<file path="src/rtl/alu_seq.sv">
// Accumulator sequencer: fetches 12-bit instructions, drives an external ALU
// and writes its result back into the accumulator and status flags.
module alu_seq #(
   parameter int DATA_W = 8,
   parameter int ADDR_W = 8
) (
   input  logic              clk,
   input  logic              reset,
   input  logic              start,
   output logic [ADDR_W-1:0] prog_addr,
   input  logic [11:0]       prog_data,
   output logic [3:0]        alu_inst,
   output logic [DATA_W-1:0] alu_b,
   output logic [DATA_W-1:0] acc,
   input  logic [DATA_W-1:0] alu_ans,
   input  logic              alu_carry,
   output logic              carry_flag,
   output logic              zero_flag,
   output logic              busy,
   output logic              done
);

   typedef enum logic [2:0] {
      IDLE,
      FETCH,
      EXEC,
      WB,
      HALT
   } state_t;

   localparam logic [3:0] OP_NOP  = 4'd8;
   localparam logic [3:0] OP_CLR  = 4'd13;
   localparam logic [3:0] OP_SET  = 4'd14;
   localparam logic [3:0] OP_HALT = 4'd15;

   state_t            state_q, state_d;
   logic [ADDR_W-1:0] pc_q, pc_d;
   logic [11:0]       ir_q, ir_d;
   logic [DATA_W-1:0] acc_q, acc_d;
   logic              c_q, c_d;
   logic              z_q, z_d;
   logic [3:0]        op;
   logic [DATA_W-1:0] mask;
   logic              alu_on;

   assign op     = ir_q[11:8];
   assign mask   = DATA_W'(1) << ir_q[2:0];
   assign alu_on = (state_q == EXEC) || (state_q == WB);

   always_ff @(posedge clk or negedge reset) begin
      if (!reset) begin
         state_q <= IDLE;
         pc_q    <= '0;
         ir_q    <= '0;
         acc_q   <= '0;
         c_q     <= 1'b0;
         z_q     <= 1'b0;
      end else begin
         state_q <= state_d;
         pc_q    <= pc_d;
         ir_q    <= ir_d;
         acc_q   <= acc_d;
         c_q     <= c_d;
         z_q     <= z_d;
      end
   end

   always_comb begin
      state_d = state_q;
      pc_d    = pc_q;
      ir_d    = ir_q;
      acc_d   = acc_q;
      c_d     = c_q;
      z_d     = z_q;
      unique case (state_q)
         IDLE, HALT: begin
            if (start) begin
               pc_d    = '0;
               state_d = FETCH;
            end
         end
         FETCH: begin
            ir_d    = prog_data;
            state_d = EXEC;
         end
         EXEC: state_d = WB;
         WB: begin
            if (op == OP_HALT) begin
               state_d = HALT;
            end else begin
               pc_d    = pc_q + 1'b1;
               state_d = FETCH;
               if (op == OP_CLR) begin
                  acc_d = acc_q & ~mask;
                  z_d   = (acc_d == '0);
               end else if (op == OP_SET) begin
                  acc_d = acc_q | mask;
                  z_d   = 1'b0;
               end else if (op != OP_NOP) begin
                  acc_d = alu_ans;
                  z_d   = (alu_ans == '0);
                  // only add/sub/inc/dec produce a meaningful carry
                  if (op == 4'd2 || op == 4'd3 ||
                      op == 4'd5 || op == 4'd6)
                     c_d = alu_carry;
               end
            end
         end
         default: state_d = IDLE;
      endcase
   end

   assign prog_addr  = pc_q;
   assign acc        = acc_q;
   assign carry_flag = c_q;
   assign zero_flag  = z_q;
   assign busy       = alu_on || (state_q == FETCH);
   assign done       = (state_q == HALT);
   assign alu_inst   = alu_on ? op : OP_NOP;
   assign alu_b      = alu_on ? DATA_W'(ir_q[7:0]) : '0;

endmodule

</file>
<file path="config.mk">
export PLATFORM = sky130hd
export DESIGN_NAME = alu_seq
export DESIGN_NICKNAME = d
export VERILOG_FILES = /design/src/rtl/alu_seq.sv
export SDC_FILE = /design/constraint.sdc
export NUM_CORES = 1
export LEC_CHECK = 0
export ABC_AREA = 1
export CORE_MARGIN = 4
export CORE_UTILIZATION = 35
export CTS_BUF_LIST = sky130_fd_sc_hd__clkbuf_4 sky130_fd_sc_hd__clkbuf_8 sky130_fd_sc_hd__clkbuf_16
export CTS_CLUSTER_DIAMETER = 150
export DETAILED_ROUTE_END_ITERATION = 10
export GPL_TIMING_DRIVEN = 0
export SETUP_SLACK_MARGIN = 0.15
export SLEW_MARGIN = 0
export SYNTH_ARGS = -nofsm -noshare
export SYNTH_HDL_FRONTEND = slang
export SYNTH_SLANG_ARGS = --single-unit
</file>
<file path="constraint.sdc">
create_clock -name clk -period 1.8 [get_ports clk]
set_clock_uncertainty 0.2 [all_clocks]
set_input_delay 0.36 -clock clk [delete_from_list [all_inputs] [get_ports clk]]
set_output_delay 0.36 -clock clk [all_outputs]
set_load 0.01 [all_outputs]
</file>
==> results of run 1 <==
==> layer usage <==
layer  up-vias  global-route usage  share of wire
li1       1016                   -              -
met1       910               0.223           0.46
met4         0              0.0449         0.0085
met5         -                   0              0
met3         4              0.0412          0.065
met2        48               0.284           0.46
==> worst max path at each step <==
stage	endpoint	start	cells past startpoint	slack, ns
floorplan	alu_b[0]	state_q[2]	4	0.17
CTS	alu_b[0]	state_q[2]	5	-0.01
global route	done	state_q[1]	4	-0.03
finish	alu_inst[1]	state_q[2]	5	0.03
global placement	acc[3]	reset	1	-0.61
detailed placement	alu_inst[0]	state_q[2]	5	-0.47
==> worst max-delay path: cells and delay by family, from the launching register on <==
family                 cells  cell delay [ns]
and+or+nand+nor            2             0.15
DFF                        1             0.43
buffers and inverters      3             0.34
==> cell usage in the layout, fill, tap and decap left out, drive strengths merged <==
cell type	synthesis	layout
dfrtp	33	33
ha	1	1
nand2	65	65
xor2	1	1
buf	4	41
dlygate4sd3	0	1
inv	38	38
nor3	1	1
a21o	7	7
clkdlybuf4s50	0	22
nor2	45	45
a21oi	16	16
dlygate4sd2	0	18
nand3b	1	1
o21ai	15	15
nand3	19	19
o31ai	1	1
a32oi	1	1
clkinv	1	2
nand4	13	13
clkbuf	2	8
nor3b	1	1
==> sequential cells by signal (all words and copies together), names as in the netlist <==
name,flops
state_q,3
prog_addr,8
zero_flag,1
ir_q,12
carry_flag,1
acc,8
==> area by class of cell <==
class                   count  area (sq um)
well taps                  70          87.6
clock inverters             1          5.00
clock buffers               7          96.3
repair buffers             77           706
flip-flops and latches     33           830
inverters                  39           154
multi-input cells         187          1070
fillers                   529          2210
plain buffers               6          52.6
==> stage by stage <==
step / instances / worst slack (ns) / util
after floorplan: 265 / 0.175 / -
after global placement: 390 / -0.615 / 0.492
after detailed placement: 390 / -0.473 / 0.491
after CTS: 411 / -0.0130 / 0.521
after global routing: 420 / -0.0320 / 0.576
final: 420 / 0.0269 / 0.576
==> cell families after synthesis <==
kind of cell	after synthesis	share of synthesized area
xor+xnor	1	0.00455
fa+ha+maj	1	0.00650
compound gates	40	0.126
flops	33	0.429
simple gates	145	0.339
buf+inv	45	0.0949
==> where the power goes <==
part | total, mW | internal [mW] | switching [mW]
combinational | 3.39 | 1.52 | 1.87
sequential | 1.30 | 1.05 | 0.251
clock | 0.625 | 0.346 | 0.279
total | 5.31 | 2.91 | 2.40
==> timing repair <==
| action | in CTS | in global routing |
|---|---|---|
| gates resized for setup | 92 | 67 |
| pin swaps | 3 | 15 |
| setup buffers | 11 | 8 |
| gates cloned | 1 | 1 |
| hold endpoints to repair | 33 | 0 |
| setup endpoints to repair | 41 | 30 |
| hold buffers | 1 | 0 |
==> qor.yml, run 1 <==
timing.hold.ws_ns: 0.293
post_detailed_route_via_to_cell_ratio: 4.71
global_route.overflow_total: 0
yosys_warnings: 0
post_synth_main_area_contributors: "sky130_fd_sc_hd__dfrtp_1 (43%), sky130_fd_sc_hd__nand2_1 (12%), sky130_fd_sc_hd__nor2_1 (8.2%), sky130_fd_sc_hd__inv_1 (7.0%), sky130_fd_sc_hd__nand3_1 (4.9%)"
cts-buffers-inserted: 5
final.min_clock_period_ns: 1.77
clk_pin_slew_ns: 0.07
antenna_left: 0
floorplan.die_area_sq_um: 6750
vdd_ir_drop_max_v: 0.00114
post-route-cell-area_sq_um: 3000
synth_largest_area_cell: "sky130_fd_sc_hd__dfrtp_1"
cts_tree: "done"
antenna_cells: 0
fp-row-count: 26
synth_async_sr_flop_share: 1.00
clockRootBuffer: "sky130_fd_sc_hd__clkbuf_8"
final_max_slew_viol_count: 0
synth.cells.most_frequent: "sky130_fd_sc_hd__nand2_1 (62), sky130_fd_sc_hd__nor2_1 (42), sky130_fd_sc_hd__inv_1 (36)"
routedWlPerCell_um: 12.7
synth.yosys.seq_area_share: 0.429
post_synth_instance_area_sq_um: 1920
final.period_utilization: 0.985
power_per_standard_cell_area_nw_per_um2: 1770
critPathMaxFanout: 5
arrival_time_at_the_worst_endpoint_ns: 1.21
global_routing_usage_summed_across_all_routing_layers: 0.171
die-height_um: 82.2
unrepaired_setup_endpoints_after_global_routing: "yes"
core_area_sq_um: 5200
dpl_cell_area_sq_um: 2560
min_delay_path_depth: 2
min_to: "carry_flag"
via_count_of_the_first_global_routing_pass: 2036
setup_viol: 0
num_vias: 1978
clk_sink_count: 33
power.static_leakage_nw: 1.49
max_slew_margin: 0.482
crit_path_max_incr_delay_ns: 0.43
synthesis.instances: 265
start_util: 0.370
cp_slowest_cell: "sky130_fd_sc_hd__dfrtp_2"
hp-class: "flop to flop"
critical_path.startpoint_type: "flop"
layout.nets: 374
grt_max_degree: 34
timing.rr.start: "state_q[1]"
synth_enable_flop_cells: 0
worstMarginPinSlew_ns: 0.777
dr.first_iter.drc_count: 82
synthDistinctLibCells: 28
grt_antenna_before_repair: 0
cell_with_the_most_instances_after_synthesis: "sky130_fd_sc_hd__nand2_1"
holdCritStartpoint: "carry_flag"
io_pins: 56
synth-seq-cells: 33
setup_tns_ns: 0
max-clock-path-buffers: 2
timing.setup.critical_path_class: "flop to primary output"
timing_hold_violations_final: 0
die_width_um: 82.2
ys.flop_type: "sky130_fd_sc_hd__dfrtp_1"
cp-end-kind: "primary output"
critPathRequiredTime_ns: 1.24
crit_chain: "inv_4, nand2_4, buf_8, nor2_4, buf_6"
syn-mean-instance-area_sq_um: 7.26
maxCapViolCount: 0
fin_total_pwr_mw: 5.31
area_added_between_synthesis_and_finish_pct: 55.9
worstRegToRegCells: 9
cts_max_level: 2
clock.fmax_ghz: 0.564
gp_congestion: 0.795
synth_top_cell_area_share: 0.429
timing.reg2reg.setup_slack_ns: 0.14
grt_pass1_wl_um: 8960
syn_nets: 290
drt_pre_antenna_iters: 4
post_route_cells_drive_above_1_share: 0.277
port_buf_inserts: 55
finalWirelength_um: 5320
remaining_drc_errors: 0
status: "finished clean"
insertion_delay_of_the_later_clocked_pin_in_the_worst_skew_pair_ns: 0.29
hpwlAfterDp_um: 3590
r2r_end: "acc[5]"
(Power assumes the default switching activity.)
==> run 2, diff against run 1 <==
CTS_CLUSTER_SIZE = 12   (was not set)
==> results of run 2 <==
Final layout, timing and power as in run 1 (identical DEF).
